**src/rtl/piso_tx_pkg.sv**
```systemverilog
// Shared types and helpers for the piso_tx serializer.
// Frame length depends on whether PISO_TX_PARITY_EN is defined.
package piso_tx_pkg;

    localparam logic [1:0] ST_IDLE_ENC   = 2'd0;
    localparam logic [1:0] ST_SHIFT_ENC  = 2'd1;
    localparam logic [1:0] ST_PARITY_ENC = 2'd2;

    typedef enum logic [1:0] {
        StIdle   = ST_IDLE_ENC,
        StShift  = ST_SHIFT_ENC,
        StParity = ST_PARITY_ENC
    } state_e;

    // Serial cycles per word: data bits plus the optional parity bit.
    function automatic int unsigned frame_len(input int unsigned width, input bit parity_en);
        return width + (parity_en ? 32'd1 : 32'd0);
    endfunction

endpackage

```
**src/rtl/piso_tx.sv**
```systemverilog
// Parallel-in serial-out transmitter with frame/last strobes and back-to-back words.
// Define PISO_TX_PARITY_EN to append one even-parity bit per word.
module piso_tx
    import piso_tx_pkg::*;
#(
    parameter int unsigned WIDTH     = 8,
    parameter bit          MSB_FIRST = 1'b1
) (
    input  logic             clk,
    input  logic             rst_n,
    input  logic [WIDTH-1:0] din,
    input  logic             din_valid,
    output logic             din_ready,
    output logic             sout,
    output logic             sout_bar,
    output logic             frame,
    output logic             last
);

    localparam int unsigned   CW        = $clog2(WIDTH);
    localparam logic [CW-1:0] CntLast   = CW'(WIDTH - 1);
    localparam logic [CW-1:0] CntPenult = CW'(WIDTH - 2);
`ifdef PISO_TX_PARITY_EN
    localparam bit ParityEn = 1'b1;
`else
    localparam bit ParityEn = 1'b0;
`endif

    state_e           state_q, state_d;
    logic [WIDTH-1:0] shreg_q, shreg_d;
    logic [CW-1:0]    cnt_q, cnt_d;
    logic             sout_q, sout_d;
    logic             sout_bar_q, sout_bar_d;
    logic             frame_q, frame_d;
    logic             last_q, last_d;
`ifdef PISO_TX_PARITY_EN
    logic             parity_q, parity_d;
`endif

    logic             accept;
    logic             next_bit;
    logic             load_bit;
    logic [WIDTH-1:0] shreg_adv;
    logic [WIDTH-1:0] load_shreg;

    // A new word may load while the final bit of the current one is on the line.
    assign din_ready = rst_n & ((state_q == StIdle) | last_q);
    assign accept    = din_valid & din_ready;

    // The shifter always presents the next bit at the outgoing end.
    assign next_bit   = MSB_FIRST ? shreg_q[WIDTH-1] : shreg_q[0];
    assign shreg_adv  = MSB_FIRST ? {shreg_q[WIDTH-2:0], 1'b0} : {1'b0, shreg_q[WIDTH-1:1]};
    assign load_bit   = MSB_FIRST ? din[WIDTH-1] : din[0];
    assign load_shreg = MSB_FIRST ? {din[WIDTH-2:0], 1'b0} : {1'b0, din[WIDTH-1:1]};

    always_comb begin
        state_d  = state_q;
        shreg_d  = shreg_q;
        cnt_d    = cnt_q;
        sout_d   = 1'b0;
        frame_d  = 1'b0;
        last_d   = 1'b0;
`ifdef PISO_TX_PARITY_EN
        parity_d = parity_q;
`endif

        unique case (state_q)
            StIdle: begin
            end
            StShift: begin
                if (cnt_q != CntLast) begin
                    sout_d  = next_bit;
                    shreg_d = shreg_adv;
                    cnt_d   = cnt_q + CW'(1);
                    frame_d = 1'b1;
                    last_d  = (cnt_q == CntPenult) && !ParityEn;
                end else begin
`ifdef PISO_TX_PARITY_EN
                    state_d = StParity;
                    sout_d  = parity_q;
                    frame_d = 1'b1;
                    last_d  = 1'b1;
`else
                    state_d = StIdle;
`endif
                end
            end
`ifdef PISO_TX_PARITY_EN
            StParity: begin
                state_d = StIdle;
            end
`endif
            default: begin
                state_d = StIdle;
            end
        endcase

        // Loading overrides the end-of-word return to idle, giving gapless frames.
        if (accept) begin
            state_d  = StShift;
            shreg_d  = load_shreg;
            cnt_d    = '0;
            sout_d   = load_bit;
            frame_d  = 1'b1;
            last_d   = 1'b0;
`ifdef PISO_TX_PARITY_EN
            parity_d = ^din;
`endif
        end

        sout_bar_d = ~sout_d;
    end

    always_ff @(posedge clk) begin
        if (!rst_n) begin
            state_q    <= StIdle;
            shreg_q    <= '0;
            cnt_q      <= '0;
            sout_q     <= 1'b0;
            sout_bar_q <= 1'b1;
            frame_q    <= 1'b0;
            last_q     <= 1'b0;
`ifdef PISO_TX_PARITY_EN
            parity_q   <= 1'b0;
`endif
        end else begin
            state_q    <= state_d;
            shreg_q    <= shreg_d;
            cnt_q      <= cnt_d;
            sout_q     <= sout_d;
            sout_bar_q <= sout_bar_d;
            frame_q    <= frame_d;
            last_q     <= last_d;
`ifdef PISO_TX_PARITY_EN
            parity_q   <= parity_d;
`endif
        end
    end

    assign sout     = sout_q;
    assign sout_bar = sout_bar_q;
    assign frame    = frame_q;
    assign last     = last_q;

endmodule

```
**config.mk**
```make
export PLATFORM = sky130hd
export DESIGN_NAME = piso_tx
export DESIGN_NICKNAME = d
export VERILOG_FILES = /design/src/rtl/piso_tx_pkg.sv /design/src/rtl/piso_tx.sv
export SDC_FILE = /design/constraint.sdc
export NUM_CORES = 1
export LEC_CHECK = 0
export ABC_AREA = 1
export BUFFER_PORTS_ARGS = -buffer_cell sky130_fd_sc_hd__buf_2
export CAP_MARGIN = 10
export CORE_MARGIN = 4
export CORE_UTILIZATION = 50
export DETAILED_ROUTE_END_ITERATION = 12
export PLACE_DENSITY = 0.73
export SLEW_MARGIN = 20
export SYNTH_ARGS = -nofsm -noshare
export SYNTH_HDL_FRONTEND = slang
export SYNTH_SLANG_ARGS = --single-unit
```
**constraint.sdc**
```tcl
create_clock -name clk -period 1.9 [get_ports clk]
set_input_delay 0.38 -clock clk [delete_from_list [all_inputs] [get_ports clk]]
set_output_delay 0.38 -clock clk [all_outputs]
set_load 0.02 [all_outputs]
```
### After elaboration in Yosys (flattened, before gate mapping)

Cells that the tools add are included.

| storage, ports and cells | value |
|---|---|
| bits in registers | 16 |
| bits of input ports | 11 |

| cells by class | value |
|---|---|
| add/subtract/negate cells | 1 |
| equality and inequality tests | 6 |
| mux-type cells | 12 |
| bitwise operators | 8 |
| reduce and logical (&&, ||, !) cells | 9 |

Operators with widths:

| cell | number |
|---|---|
| 8-bit 2-to-1 mux | 3 |
| 2-bit AND reduction | 4 |
| 1-bit 2-to-1 mux | 7 |
| 3-bit inequality test (second input constant) | 2 |
| 1-bit inverter | 5 |
| 2-bit inequality test (second input constant) | 2 |
| 2-bit case mux with 2 select lines | 1 |
| 2-bit nonzero test | 2 |
| 4-bit OR reduction | 1 |
| 3-bit by 1-bit adder with 3-bit output (second input constant) | 1 |
| 3-bit equality test (second input constant) | 1 |
| 1-bit bitwise AND | 2 |
| 2-bit by 1-bit equality test with 1-bit output (second input constant) | 1 |
| 2-bit zero test | 1 |
| 2-bit 2-to-1 mux | 1 |
| 2-bit OR reduction | 1 |
| 1-bit OR | 1 |

### Longest topological paths before layout

| depth | value |
|---|---|
| depth after elaboration | 6 |
| gate-level depth with buffers | 8 |
| mapped depth without buffers | 8 |

### Worst setup path after synthesis

Ideal clock, no wire load.

| path | value |
|---|---|
| path kind | register to register |
| start | register cnt_q[0] |
| end | register shreg_q[2] |
| data arrival time | 1224 ps |
| data required time | 1776 ps |
| slack | 552 ps |
| cell stages (with the launch flop) | 8 |
| path buffers | 1 |
| path through | dfxtp_1 > ha_1 > ha_1 > nor2_8 > inv_2 > buf_6 > nand3_2 > a21oi_2 |

| on the way | value |
|---|---|
| longest elaborated chain between the ends | 3 |

RTL lines:

| item | line | RTL |
|---|---|---|
| from (decl) | piso_tx.sv:31 | `logic [CW-1:0] cnt_q, cnt_d;` |
| from (signal assigned) | piso_tx.sv:129 | `cnt_q <= cnt_d;` |
| 3-bit inequality test | piso_tx.sv:71 | `if (cnt_q != CntLast) begin` |
| 2-bit nonzero test (no source line) | n/a |  |
| 2-bit AND reduction (no source line) | n/a |  |
| to (signal assigned) | piso_tx.sv:128 | `shreg_q <= shreg_d;` |
| to (decl) | piso_tx.sv:30 | `logic [WIDTH-1:0] shreg_q, shreg_d;` |

Every way passes these cells.
A chain may end at the register's enable or synchronous reset.

### Final worst setup path

| path | value |
|---|---|
| start | input port rst_n |
| end | output port din_ready |

| on the way | value |
|---|---|
| longest elaborated chain between the ends | 1 |

RTL lines:

| item | line | RTL |
|---|---|---|
| from (decl) | piso_tx.sv:10 | `input logic rst_n,` |
| 1-bit bitwise AND | piso_tx.sv:47 | `assign din_ready = rst_n & ((state_q == StIdle) \| last_q);` |
| to (decl) | piso_tx.sv:13 | `output logic din_ready,` |

Every way passes these cells.

==> flow_metrics.env <==
export IMPL_clk_latency_ps=280
export IMPL_cp_num_cells=4
export IMPL_dp_hpwl_um=1065
export IMPL_yosysWarningCount=0
export IMPL_dpl_cell_area_sq_um=885.9
export IMPL_syn_nets=114
export IMPL_synth_simple_area_share_pct=34.13
export IMPL_ys_types=21
export IMPL_fin_area_sq_um=912.1
export IMPL_antenna_found_initial=0
export IMPL_reg2reg_from="cnt_q[0]"
export IMPL_yosysTopAreaCell="dfxtp_1"
export IMPL_place_gp_congestion=0.7808
export IMPL_synth_top_family_by_area="simple AND/OR/NAND/NOR gates"
export IMPL_cts_sinks=15
export IMPL_path_buf_inv=3
export IMPL_drc=0
export IMPL_slowest_delay_ps=250
export IMPL_leakagePower_nw=0.4200
export IMPL_power_density_nw_per_um2=699.8
export IMPL_rr_endpoint="cnt_q[1]"
export IMPL_layout_drive_gt1_share_pct=36.84
export IMPL_crit_end="din_ready"
export IMPL_ys_ff_latch=15
export IMPL_clockRootBuffer="clkbuf_4"
export IMPL_firstDrtPassIters=4
export IMPL_grt_overflow=0
export IMPL_synth_mux_area_fraction_pct=0
export IMPL_via_per_inst=5.162
export IMPL_clockBufferDepth=2
export IMPL_final_core_util_pct=59.17
export IMPL_synth_fa_ha_area_share_pct=4.471
export IMPL_clkTransAtPathRegs_ps=80
export IMPL_finalCritPeriodShare_pct=79.20
export IMPL_routedWlPerCell_um=11.61
export IMPL_yosys_top_cells_area="dfxtp_1 36%, nand2_1 11%, a21oi_2 10%"
export IMPL_holdWs_ps=328.4
export IMPL_rr_worst_depth=8
export IMPL_ctsHoldBuffers=0
export IMPL_crit_fanout=12
export IMPL_syn_instance_count=100
export IMPL_synthesis_area_sq_um=839.6
export IMPL_max_slew_worst_pin_slew_ps=315.0
export IMPL_grtUsageTotal_pct=13.68
export IMPL_rsz0062_at_grt="no"
export IMPL_hold_viol_final=0
export IMPL_skew_ps=3.063
export IMPL_cp_arrival_ps=1120
export IMPL_synth_top_area_share_pct=35.77
export IMPL_ir_drop_mv=0.4996
export IMPL_critPathMostFrequentCell="buf_2"
export IMPL_placementRows=14
export IMPL_placeableCoreArea_sq_um=1541
export IMPL_die_h_um=48.98
export IMPL_cp_end_kind="primary output"
export IMPL_setup_worst_path_class="in -> out"
export IMPL_setup_tns_ps=0
export IMPL_slowest_stage="buf_2"
export IMPL_n_antenna_cell=0
export IMPL_grt_pass1_vias=617
export IMPL_numCtsBuffers=3
export IMPL_slew_headroom_pct=78.97
export IMPL_vias=671
export IMPL_drv_cap=0
export IMPL_area_growth_pct=8.644
export IMPL_htreeDepth=1
export IMPL_synth_area_per_cell_sq_um=8.396
export IMPL_synth_xor_area_share_pct=0
export IMPL_cts_tree="built"
export IMPL_synth_seq_area_share_pct=35.77
export IMPL_postRouteAntennaNets=0
export IMPL_status="finished clean"
export IMPL_drt_first_iter_violations=6
export IMPL_cts_resized=0
export IMPL_grt_max_degree=22
export IMPL_path_cells="buf_2 > inv_1 > a21oi_1 > buf_2"
export IMPL_hold_class="in -> reg"
export IMPL_worstPathRequired_ps=1520
export IMPL_finalSetupViolCount=0
export IMPL_max_freq_ghz=0.6646
export IMPL_die_area_sq_um=2399
export IMPL_layout_cells_non_filler=130
export IMPL_post_cts_setup_buffers=0
export IMPL_drt_total_wl_um=1509
export IMPL_crit_start="rst_n"
export IMPL_die_x_um=48.98
export IMPL_io_pins=16
export IMPL_initial_core_util_pct=54.46
export IMPL_synth_compound_area_share_pct=13.11
export IMPL_drv_slew=0
export IMPL_portBuffers=15
export IMPL_grt_pass1_wl_um=2546
export IMPL_period_needed_ps=1505
export IMPL_critPathTopFamily="buffers and inverters"
export IMPL_rrSetupSlack_ps=400
export IMPL_placed_cells=126
export IMPL_start_kind="primary input"
export IMPL_finalNetCount=129
state kept, by name, summed over array words and instances, names as in the netlist:
name      flops
shreg_q       7
cnt_q         3
frame         1
last          1
sout          1
sout_bar      1
state_q       1
placed cells by master (no fill, tap or decap):
cell	count
nand2_2	2
nand3_2	7
nand4_1	6
o21ai_1	2
buf_2	15
buf_4	1
a21oi_2	10
nand3b_1	1
nor2_1	2
clkbuf_4	3
ha_1	3
inv_1	11
nand3_4	1
nor2_8	1
dfxtp_1	15
inv_2	2
a21oi_1	1
clkbuf_1	1
nand2_1	25
o211ai_1	1
nand3_1	4
cell usage after synthesis, drive strengths merged:
master and number:
buf 5, ha 3, o21ai 2, nand4 6, nand2 27, nand3b 1, dfxtp 15, nor2 3
nand3 12, a21oi 11, inv 13, o211ai 1, clkbuf 1
layout make-up:
| class | count | area, sq um |
|---|---|---|
| Sequential cell | 15 | 300.3 |
| Clock buffer | 4 | 26.28 |
| Multi-Input combinational cell | 66 | 434.2 |
| Timing Repair Buffer | 16 | 82.58 |
| Inverter | 13 | 48.80 |
| Tap cell | 16 | 20.02 |
| Fill cell | 148 | 629.4 |
stage by stage:
step                      setup WS (ps)   power, W
final                             395.2  0.0006383
after global routing              293.4  0.0006825
after CTS                         388.6  0.0006499
after detailed placement          396.5  0.0004672
after global placement            417.4  0.0004649
after floorplan                   552.1  0.0004470
kinds of logic (layout without fill, tap and decap cells):
| family | Yosys count | in the layout |
|---|---|---|
| AO/OA/AOI/OAI | 14 | 14 |
| adder cells (fa/ha/maj) | 3 | 3 |
| flip-flops | 15 | 15 |
| AND/OR/NAND/NOR | 49 | 49 |
| buffers and inverters | 19 | 33 |
per-layer routing:
metal / up-vias / track usage [%] / routed length (um)
li1: 353 / - / -
met1: 292 / 14.97 / 690
met4: 0 / 10.76 / 45
met3: 5 / 3.058 / 94
met2: 21 / 22.39 / 679
met5: - / 0 / 0
power breakdown:
part	internal, W	leakage (nW)	switching, W	total (W)
Sequential	0.000332	0.123	0.0000118	0.000344
Clock	0.0000815	0.0150	0.0000970	0.000179
Combinational	0.0000413	0.282	0.0000747	0.000116
worst min-delay path by stage:
stage          startpoint  depth (start not counted)    endpoint  slack [ps]
2_1_floorplan  shreg_q[1]                          2  shreg_q[1]         450
3_3_place_gp   shreg_q[1]                          2  shreg_q[1]         470
3_5_place_dp   shreg_q[5]                          2  shreg_q[5]         480
4_1_cts            din[7]                          2    sout_bar         320
5_1_grt            din[7]                          2    sout_bar         310
6_report           din[7]                          2    sout_bar         330
No activity file was read; power rests on OpenSTA's default activity.
